$ cat config.mk
export PLATFORM = sky130hd
export DESIGN_NAME = mbe_pp_accumulator
export DESIGN_NICKNAME = d
export VERILOG_FILES = /design/src/rtl/mbe_pp_accumulator.sv
export SDC_FILE = /design/constraint.sdc
export NUM_CORES = 1
export LEC_CHECK = 0
export BUFFER_PORTS_ARGS = -buffer_cell sky130_fd_sc_hd__buf_2
export CORE_MARGIN = 5
export CORE_UTILIZATION = 40
export CTS_CLUSTER_SIZE = 12
export DETAILED_ROUTE_END_ITERATION = 7
export GPL_TIMING_DRIVEN = 1
export PLACE_DENSITY_LB_ADDON = 0.05
export SETUP_SLACK_MARGIN = 0.3
export SLEW_MARGIN = 5
export SYNTH_ARGS = -nofsm -noshare
export SYNTH_HDL_FRONTEND = slang
export SYNTH_SLANG_ARGS = --single-unit
$ cat constraint.sdc
create_clock -name clk -period 19.6 [get_ports clk]
set_input_delay 1.96 -clock clk [delete_from_list [all_inputs] [get_ports clk]]
set_output_delay 1.96 -clock clk [all_outputs]
set_load 0.05 [all_outputs]
$ cat src/rtl/mbe_pp_accumulator.sv
// Radix-8 MBE partial-product accumulator: reduces PPRU row sets into the mantissa product.
// Define MBE_ACC_STICKY_EN to add the registered o_sticky output.
package booth_pkg;
    localparam int NBIT_MANTISSA = 23;
    localparam int NBLOCK_BE     = 9;
    localparam int NBIT_PP       = NBIT_MANTISSA + 4;
    localparam int NBIT_US       = 4;

    typedef struct packed {
        logic [NBIT_US-1:0] upper_signs;
        logic [NBIT_PP-1:0] pp_extended;
        logic               lower_sign;
    } t_o_ppru;
endpackage

module mbe_pp_accumulator #(
    parameter int  NBIT_MANTISSA  = booth_pkg::NBIT_MANTISSA,
    parameter int  NBLOCK_BE      = booth_pkg::NBLOCK_BE,
    parameter int  ROWS_PER_CYCLE = 3,
    localparam int NPW            = 2 * (NBIT_MANTISSA + 1)
) (
    input  logic                                clk,
    input  logic                                rst,
    input  logic                                i_valid,
    output logic                                o_ready,
    input  booth_pkg::t_o_ppru [NBLOCK_BE-1:0]  i_rows,
    output logic                                o_valid,
    input  logic                                i_ready,
    output logic [NPW-1:0]                      o_product
`ifdef MBE_ACC_STICKY_EN
    ,
    output logic                                o_sticky
`endif
);
    localparam int NACC = NBLOCK_BE / ROWS_PER_CYCLE;
    localparam int CW   = (NACC > 1) ? $clog2(NACC) : 1;
    localparam logic [CW-1:0] LAST = CW'(NACC - 1);

    if (NBLOCK_BE % ROWS_PER_CYCLE != 0) begin : g_bad_rpc
        $error("mbe_pp_accumulator: NBLOCK_BE must be a multiple of ROWS_PER_CYCLE");
    end

    typedef enum logic [1:0] {IDLE, ACCUM, DONE} state_t;

    state_t                             state;
    booth_pkg::t_o_ppru [NBLOCK_BE-1:0] row_buf;
    logic [NPW-1:0]                     acc;
    logic [NPW-1:0]                     acc_nxt;
    logic [CW-1:0]                      cnt;
    logic                               accept;

    // Row value plus its negation carry, placed at weight 2^(3*idx).
    function automatic logic [NPW-1:0] row_term(
        input booth_pkg::t_o_ppru r,
        input int                 idx
    );
        logic [NPW-1:0] w;
        w = NPW'({r.upper_signs, r.pp_extended}) + NPW'(r.lower_sign);
        return w << (3 * idx);
    endfunction

    always_comb begin
        acc_nxt = acc;
        for (int j = 0; j < NBLOCK_BE; j++) begin
            if (CW'(j / ROWS_PER_CYCLE) == cnt) begin
                acc_nxt = acc_nxt + row_term(row_buf[j], j);
            end
        end
    end

    assign o_ready   = (state == IDLE) || ((state == DONE) && i_ready);
    assign accept    = i_valid && o_ready;
    assign o_product = acc;

`ifdef MBE_ACC_STICKY_EN
    logic sticky_q;
    assign o_sticky = sticky_q;
`endif

    always_ff @(posedge clk or posedge rst) begin
        if (rst) begin
            state   <= IDLE;
            row_buf <= '0;
            acc     <= '0;
            cnt     <= '0;
            o_valid <= 1'b0;
`ifdef MBE_ACC_STICKY_EN
            sticky_q <= 1'b0;
`endif
        end else if (accept) begin
            state   <= ACCUM;
            row_buf <= i_rows;
            acc     <= '0;
            cnt     <= '0;
            o_valid <= 1'b0;
`ifdef MBE_ACC_STICKY_EN
            sticky_q <= 1'b0;
`endif
        end else begin
            unique case (state)
                ACCUM: begin
                    acc <= acc_nxt;
`ifdef MBE_ACC_STICKY_EN
                    sticky_q <= |acc_nxt[NBIT_MANTISSA-2:0];
`endif
                    if (cnt == LAST) begin
                        cnt     <= '0;
                        state   <= DONE;
                        o_valid <= 1'b1;
                    end else begin
                        cnt <= cnt + CW'(1);
                    end
                end
                DONE: begin
                    if (i_ready) begin
                        state   <= IDLE;
                        o_valid <= 1'b0;
                    end
                end
                default: ;
            endcase
        end
    end
endmodule

**Word-level counts from Yosys, hierarchy flattened**

Index checks and enable logic that the tools add are counted.

- Latch bits: 0
- RAM bits: 0
- Memories kept: 0
- Output and inout port bits: 50
- ROM bits: 0
- Flip-flop bits (word level): 329
- Bits of input ports: 292

- Add/subtract/negate cells: 19
- Equality and inequality tests: 7
- $lt $le $gt $ge: 0
- Shift-type cells: 0
- Multiplexer cells: 22
- Bitwise gates (word level): 0
- Reduce and logical (&&, ||, !) cells: 8
- Divide/modulo/power cells: 0
- $mul: 0

Operators with widths:

| kind | number |
|---|---|
| 48-bit 2-to-1 mux | 11 |
| 31-bit by 1-bit adder with 32-bit output | 6 |
| 48-bit adder | 3 |
| 48-bit by 32-bit adder with 48-bit output | 1 |
| 48-bit by 35-bit adder with 48-bit output | 1 |
| 48-bit by 38-bit adder with 48-bit output | 1 |
| 48-bit by 41-bit adder with 48-bit output | 1 |
| 48-bit by 44-bit adder with 48-bit output | 1 |
| 48-bit by 47-bit adder with 48-bit output | 1 |
| 30-bit by 1-bit adder with 30-bit output | 1 |
| 27-bit by 1-bit adder with 27-bit output | 1 |
| 24-bit by 1-bit adder with 24-bit output | 1 |
| 2-bit 2-to-1 mux | 6 |
| 3-bit != test, second input constant | 2 |
| 2-bit == test, second input constant | 2 |
| 2-bit logical NOT | 2 |
| 2-bit one-hot mux with 2 select lines | 1 |
| 1-bit 2-to-1 mux | 3 |
| 3-bit AND reduction | 1 |
| 3-bit nonzero test | 1 |
| 2-bit by 1-bit adder with 2-bit output, second input constant | 1 |
| 1-bit by 2-bit == test with 1-bit output, first input constant | 1 |
| 2-bit by 1-bit == test with 1-bit output, second input constant | 1 |
| 2-bit == test, first input constant | 1 |
| 4 further kinds | 5 |

**Logic depth before layout (Yosys ltp)**

Gate-level depths: netlist (run 1).

- Depth in word-level cells: 21
- Depth in mapped cells: 95
- Gate-level depth less buffers: 93

**Least setup slack after synthesis (run 1)**

Ideal clock, no wire load.

- Path type: reg2reg
- From: register cnt[1]
- To: register acc[47] (netlist: o_product[47])
- Setup slack: 3.804 ns
- Stages on the path, launching flop included: 86
- Arrival time: 15.658 ns
- Setup time: 0.138 ns
- Cells stage by stage: dfrtp_1 > clkbuf_1 > or2_2 > clkbuf_1 > clkbuf_1 > clkbuf_1 > clkbuf_1 > clkbuf_1 > clkbuf_1 > o21ai_0 > ha_1 > fa_1 > a211oi_1 > o21ai_0 > a211oi_1 > nor2b_1 > nor2_1 > xnor2_1 > [50 not listed] > o21a_1 > nor2_1 > xnor2_1 > a21o_1 > ha_1 > and3_1 > a21oi_1 > o21ai_0 > o21a_1 > o21ai_0 > nand2b_1 > a21o_1 > a21oi_1 > xnor2_1 > a21oi_1 > and4b_1 > o31ai_1 > nand4_1

- Longest elaborated chain between the ends: 20
- Elaborated cells on any way between the ends: 22
- Classes of those cells: add/sub: 8; eq/ne: 2; mux: 11; reduce/logical: 1

Ends and longest elaborated chain:

| what | line | text |
|---|---|---|
| start, declared | 49 | `logic [CW-1:0] cnt;` |
| start signal, assigned | 111 | `cnt <= cnt + CW'(1);` |
| 2-bit logical NOT | 65 | `if (CW'(j / ROWS_PER_CYCLE) == cnt) begin` |
| 48-bit 2-to-1 mux | 65 |  |
| 48-bit by 35-bit adder with 48-bit output | 66 | `acc_nxt = acc_nxt + row_term(row_buf[j], j);` |
| 48-bit 2-to-1 mux | 65 |  |
| 48-bit by 38-bit adder with 48-bit output | 66 |  |
| 48-bit 2-to-1 mux | 65 |  |
| 48-bit by 41-bit adder with 48-bit output | 66 |  |
| 48-bit 2-to-1 mux | 65 |  |
| [4 not listed] | n/a |  |
| 48-bit adder | 66 |  |
| 48-bit 2-to-1 mux | 65 |  |
| 48-bit adder | 66 |  |
| 48-bit 2-to-1 mux | 65 |  |
| 48-bit adder | 66 |  |
| 48-bit 2-to-1 mux * | 65 |  |
| 48-bit 2-to-1 mux * | 100 | `unique case (state)` |
| 48-bit 2-to-1 mux * | 90 | `end else if (accept) begin` |
| end signal, assigned | 102 | `acc <= acc_nxt;` |
| end, declared | 47 | `logic [NPW-1:0] acc;` |

Mark *: on every way between the ends. The rest lies on a longest branch, timed or not. The select of a mux whose other input is x is not followed.
A chain may end at the register's enable or synchronous reset.

**Worst setup path after layout (run 1)**

- From: register acc[0] (netlist: o_product[0])
- To: register acc[47] (netlist: o_product[47])

- Longest elaborated chain between the ends: 20

Ends and longest elaborated chain:

| what | line |
|---|---|
| 48-bit by 32-bit adder with 48-bit output | 66 |
| 48-bit 2-to-1 mux * | 65 |
| 48-bit by 35-bit adder with 48-bit output | 66 |
| 48-bit 2-to-1 mux * | 65 |
| 48-bit by 38-bit adder with 48-bit output | 66 |
| 48-bit 2-to-1 mux * | 65 |
| 48-bit by 41-bit adder with 48-bit output | 66 |
| 48-bit 2-to-1 mux * | 65 |
| [4 not listed] | n/a |
| 48-bit adder | 66 |
| 48-bit 2-to-1 mux * | 65 |
| 48-bit adder | 66 |
| 48-bit 2-to-1 mux * | 65 |
| 48-bit adder | 66 |
| 48-bit 2-to-1 mux * | 65 |
| 48-bit 2-to-1 mux * | 100 |
| 48-bit 2-to-1 mux * | 90 |

Marked as above.

==> impl_summary.txt, run 1 <==
----------------------------------------------------
[Min path]
  Cell count of the worst hold path ... 2
  Hold Crit Start ... row_buf[65]
  Hold Path End ... row_buf[65]
  Class of the most critical hold timing path ... register to register

[Critical path]
  Crit-path slowest cell ... o21ai_0
  Endpoint kind of the worst setup timing path ... register
  Setup slack of the most critical reg-to-reg path ... 1.59 ns
  Maximum fanout encountered on the critical timing path ... 6
  Depth of the worst register-to-register path ... 81
  Arrival time of data at the critical path endpoint ... 18.45 ns
  Class of the most critical setup path ... register to register
  Worst Setup SP ... o_product[0]
  Reg-to-Reg End ... o_product[47]
  R2R Path Start ... o_product[0]
  Required time at the worst-slack endpoint ... 20.04 ns
  CP Launch Type ... register
  Highest cell delay on the worst timing path ... 0.58 ns

[Clock tree]
  Max Root-Sink Buffers ... 3
  Clock Tree Root ... clkbuf_16
  Number of clock sinks ... 328
  Number of H-tree levels ... 2
  Number of clock buffers inserted by TritonCTS ... 42
  Total of hold buffers inserted after clock tree synthesis ... 0
  # Post-CTS Setup Buffers ... 0
  TritonCTS clock tree ... built
  Clock transition at path regs ... 0.06 ns
  Later-pin clock latency in the skew report ... 0.59 ns

[Die]
  I/O pin cnt ... 342
  Standard-cell row count ... 102
  Overall die area ... 0.0842 mm^2
  DIE HEIGHT ... 290 um
  Die width ... 290 um
  Initial Util ... 40.5%
  Core region area ... 0.0776 mm^2

[STA]
  Relative slew slack ... 23.6%
  Final count of negative-setup-slack endpoints ... 0
  Final Hold Violating Endpoints ... 0
  TNS Setup ... 0 ns
  Final cycle utilization of the critical path ... 91.9%
  Clock Skew ... 0.0189 ns
  Setup repair after global routing missed its margin ... false
  Maximum clock frequency ... 55.5 MHz
  Min Tclk post-route ... 18.01 ns
  Transition time at the pin with the least slew margin ... 1.14 ns
  Count of pins over their slew limit ... 0

[Drt]
  Number of vias in the routed layout ... 29,732
  Avg Vias per Cell ... 5.40
  Routed wire length per instance ... 19.6 um
  Number of DRC violations after detailed routing ... 0
  Number of design-rule violations left by the first detailed-router iteration ... 2,199
  Routed Wire Length ... 108,000 um
  1st-pass router iterations ... 6
  Post-route antenna net violation count ... 0

[Global route]
  Via count of the first global-routing pass ... 28,141
  Pin count of the biggest net entering global routing ... 97
  Number of antenna violations at the first check in global routing ... 2
  Aggregate global routing overflow ... 0
  Global-route wire length before repair ... 166,000 um
  Tot GR Track Use ... 24.7%

[Logic synthesis]
  Top-count cell post-synth ... nand2_1
  Synth unique cells ... 81
  Number of enable flip-flop cells after synthesis ... 0
  Post-synthesis sequential area ratio ... 26.1%
  Leading cell types by total area after synthesis ... dfrtp_1 26%, nand2_1 13%, ha_1 11%, xnor2_1 9.7%, a21oi_1 4.3%
  Yosys reg bits ... 328
  Net Count, Synth ... 4,760
  Async set or reset register ratio after synthesis ... 100%
  Mean cell area of the mapped netlist ... 7.52 um^2
  Post-synth top cells ... 1,118 x nand2_1, 348 x xnor2_1, 328 x dfrtp_1
  Most area-hungry cell type in the Yosys netlist ... dfrtp_1
  Number of warnings reported in the yosys synthesis log ... 0
  Leading register cell type out of synthesis ... dfrtp_1
  Share of Yosys cell area claimed by the top area cell type ... 26.1%
  Cells after synthesis ... 4,174
  Post-synthesis cell area ... 0.0314 mm^2

[Layout]
  Area of combinational cells with multiple inputs ... 0.0223 mm^2
  Layout Area Growth over Synthesis ... 13.3%
  Number of filler cells placed in the layout ... 8,102
  Area taken by flip-flops and latches ... 0.00821 mm^2
  # nets final ... 5,024
  Fraction of final layout cells sized beyond drive strength 1 ... 10.8%

[Job]
  MaxCap Viol Count ... 0

[Place]
  Total of buffers placed on input and output ports ... 329
  Final HPWL DP ... 86,600 um
  Weighted congestion reported at the end of routability-driven placement ... 0.942

[Status]
  Outcome ... complete, no violations

----------------------------------------------------
==> cell usage in the layout, fill, tap and decap left out, drive strengths merged, types with 10 or more instances in the layout <==
master and n:
xor2 141, o21bai 57, a31o 15, nor4 15, o31ai 27, o21ai 257
a41oi 11, or2 18, nand2 1118, o211ai 18, a211oi 20, and3 68
and4 12, ha 284, and2 36, clkbuf 58, buf 354, nor2b 29
nand2b 33, xnor2 348, fa 10, nor2 193, nand3 172, a31oi 20
a21o 176, nand4 54, or3 24, a21oi 268, dfrtp 328, nor3 59
inv 110, o21a 27
==> worst max path at each step <==
stage	slack, ns	cells past startpoint	to
global placement	1.18	86	o_product[47]
detailed placement	1.08	86	o_product[47]
CTS	0.95	86	o_product[47]
floorplan	3.80	85	o_product[47]
finish	1.59	81	o_product[47]
global route	0.30	88	o_product[47]
==> metrics by stage <==
| stage | utilization, % | setup slack [ns] | hold slack [ns] | instances | cell area [um^2] |
|---|---|---|---|---|---|
| 6_report | 45.9 | 1.59 | 0.480 | 5511 | 35600 |
| 2_1_floorplan | - | 3.80 | 0.450 | 4174 | 31400 |
| 4_1_cts | 45.8 | 0.954 | 0.487 | 5509 | 35500 |
| 3_5_place_dp | 43.9 | 1.08 | 0.470 | 5434 | 34100 |
| 3_3_place_gp | 43.9 | 1.18 | 0.466 | 5434 | 34100 |
| 5_1_grt | 45.8 | 0.299 | 0.506 | 5509 | 35600 |
==> state kept, by name, indices dropped and copies added (netlist names) <==
name,flops
cnt,2
o_product,48
o_valid,1
row_buf,276
state,1
==> timing repair <==
action                                 4_1_cts  5_1_grt
setup endpoints to repair                    0        1
endpoints found under the hold margin        0        0
resized for setup                            0       15
==> layer usage <==
layer	vias up	track usage, %	wire (um)
li1	14999	-	-
met1	13813	37.6	53500
met3	129	4.05	7180
met5	-	0	13
met2	789	36.2	44100
met4	2	6.43	3170
==> worst max-delay path, delay by kind of cell (launching register included) <==
family,cells,cell delay [ns]
xor gates and xnor gates,6,0.81
buffers and inverters,1,0.11
DFF,1,0.41
adders and majority gates,10,3.60
AOI/OAI and AO/OA,44,9.45
and+or+nand+nor,20,3.45
==> cells by family (layout without fill, tap and decap cells) <==
| family | after synthesis | count (layout) | share of synthesized area (%) |
|---|---|---|---|
| compound gates | 973 | 973 | 19.6 |
| xor+xnor | 489 | 489 | 13.6 |
| fa+ha+maj | 294 | 294 | 12.0 |
| simple gates | 1845 | 1845 | 25.6 |
| mux | 3 | 3 | 0.0957 |
| other cells | 0 | 2 | 0 |
| flops | 328 | 328 | 26.1 |
| buf+inv | 242 | 537 | 2.93 |
==> layout make-up <==
| cell class | instances | share of cell area, % |
|---|---|---|
| Antenna cell | 2 | 0.0141 |
| Clock buffer | 58 | 3.44 |
| Clock inverter | 17 | 0.707 |
| Inverter | 108 | 1.16 |
| Multi-Input combinational cell | 3604 | 62.8 |
| Sequential cell | 328 | 23.1 |
| Tap cell | 1040 | 3.66 |
| Timing Repair Buffer | 354 | 5.16 |
Power of run 1 is not shown: default switching activity piles up to over one toggle a cycle in this logic, so the estimate is an artifact.
==> inputs of run 2 (changes only) <==
--- a/config.mk
+++ b/config.mk
@@ -12,6 +12,7 @@
 export DETAILED_ROUTE_END_ITERATION = 7
 export GPL_TIMING_DRIVEN = 1
 export PLACE_DENSITY_LB_ADDON = 0.05
+export RECOVER_POWER = 100
 export SETUP_SLACK_MARGIN = 0.3
 export SLEW_MARGIN = 5
 export SYNTH_ARGS = -nofsm -noshare
==> impl_summary.txt, run 2 (synthesized netlist as in run 1, its figures left out) <==
----------------------------------------------------
[Status]
  Outcome ... finished, violations left
  Violations in the final reports ... max-capacitance violations, max-slew violations

[Layout]
  Number of filler cells placed in the layout ... 8,141
  Layout Area Growth over Synthesis ... 12.9%
  Final standard cell area without fillers ... 0.0355 mm^2
  Commonest non-fill, non-tap cell in the layout ... nand2_1
  Largest register by flop count ... row_buf
  # nets final ... 5,024
  Commonest cells after routing, fill and taps aside ... 1,118 x nand2_1, 348 x xnor2_1, 328 x dfrtp_1
  Flip-flop count of the largest register after layout ... 276
  Fraction of final layout cells sized beyond drive strength 1 ... 9.40%

[Die]
  DIE HEIGHT ... 290 um
  Standard-cell row count ... 102
  Die width ... 290 um
  I/O pin cnt ... 342
  Overall die area ... 0.0842 mm^2
  Initial Util ... 40.5%
  Core region area ... 0.0776 mm^2

[Clock tree]
  Max Root-Sink Buffers ... 3
  Number of clock buffers inserted by TritonCTS ... 42
  Total of hold buffers inserted after clock tree synthesis ... 0
  TritonCTS clock tree ... built
  Later-pin clock latency in the skew report ... 0.59 ns
  Number of clock sinks ... 328
  Clock Tree Root ... clkbuf_16
  # Post-CTS Setup Buffers ... 0
  Number of H-tree levels ... 2
  Clock transition at path regs ... 0.06 ns

[Global route]
  Via count of the first global-routing pass ... 28,141
  Aggregate global routing overflow ... 0
  Number of antenna violations at the first check in global routing ... 2
  Pin count of the biggest net entering global routing ... 97
  Tot GR Track Use ... 24.7%
  Global-route wire length before repair ... 166,000 um

[Drt]
  Routed Wire Length ... 108,000 um
  Number of design-rule violations left by the first detailed-router iteration ... 2,090
  Avg Vias per Cell ... 5.40
  Number of DRC violations after detailed routing ... 0
  1st-pass router iterations ... 8
  Number of vias in the routed layout ... 29,784
  Post-route antenna net violation count ... 0
  Routed wire length per instance ... 19.6 um

[Critical path]
  Arrival time of data at the critical path endpoint ... 18.58 ns
  Class of the most critical setup path ... register to register
  Required time at the worst-slack endpoint ... 20.04 ns
  Endpoint kind of the worst setup timing path ... register
  CP Launch Type ... register
  WP buf/inv ... 1
  Highest cell delay on the worst timing path ... 0.60 ns
  Largest delay share family, worst path ... compound AO/OA/AOI/OAI gates
  Crit-path slowest cell ... o21ai_0
  Maximum fanout encountered on the critical timing path ... 6

[STA]
  Clock Skew ... 0.0191 ns
  TNS Setup ... 0 ns
  Maximum clock frequency ... 55.1 MHz
  Final count of negative-setup-slack endpoints ... 0
  Final Hold Violating Endpoints ... 0
  Final cycle utilization of the critical path ... 92.6%
  Min Tclk post-route ... 18.14 ns
  Setup repair after global routing missed its margin ... false
  Hold Worst Slack ... 0.480 ns
  Count of pins over their slew limit ... 946
  Relative slew slack ... -170%
  Transition time at the pin with the least slew margin ... 4.05 ns

[Min path]
  Class of the most critical hold timing path ... register to register

[Place]
  Final HPWL DP ... 86,600 um
  Weighted congestion reported at the end of routability-driven placement ... 0.942
  Cell area reported after detailed placement ... 0.0341 mm^2
  Total of buffers placed on input and output ports ... 329

[Job]
  MaxCap Viol Count ... 13

----------------------------------------------------
run 2: path summary, 6_finish.rpt:
check,from,to,slack (ns),cells past startpoint
max,o_product[0],o_product[47],1.46,81
min,row_buf[65],row_buf[65],0.48,2
max reg2reg,o_product[0],o_product[47],1.46,81
min reg2reg,row_buf[65],row_buf[65],0.48,2
max in group asynchronous,rst,row_buf[23],10.27,4
min in group asynchronous,rst,row_buf[130],2.30,2
run 2: metrics by stage:
step,cells,util [%],setup WS [ns]
5_1_grt,5509,45.7,0.152
3_3_place_gp,5434,43.9,1.18
4_1_cts,5509,45.8,0.954
2_1_floorplan,4174,-,3.80
6_report,5512,45.7,1.46
3_5_place_dp,5434,43.9,1.08
run 2: per-layer routing:
layer,global-route usage (%),share of wire (%)
met5,0,0.012
met4,6.43,2.7
met3,4.05,6.2
met2,36.2,41
met1,37.6,50
run 2: final cells by class:
class                   instances  area (um^2)  share of cell area [%]
well taps                    1040         1300                    3.67
flip-flops and latches        328         8210                    23.2
diodes                          3         7.51                  0.0212
repair buffers                354         1730                    4.89
clock buffers                  58         1220                    3.45
clock inverters                17          251                   0.709
multi-input cells            3604        22300                    63.0
inverters                     108          407                    1.15
run 2: what timing repair did:
action / CTS / global route
resized for setup: 0 / 15
setup endpoints to repair: 0 / 1
endpoints found under the hold margin: 0 / 0
run 2: worst register-to-register path: cells and delay by family (launching register included):
family                   cells  cell delay [ns]
AO/OA/AOI/OAI               44             9.58
adder cells (fa/ha/maj)     10             3.57
AND/OR/NAND/NOR             20             3.45
XOR/XNOR                     6             0.93
flip-flops                   1             0.41
buffers and inverters        1             0.11
Power of run 2 is left out for the same reason.
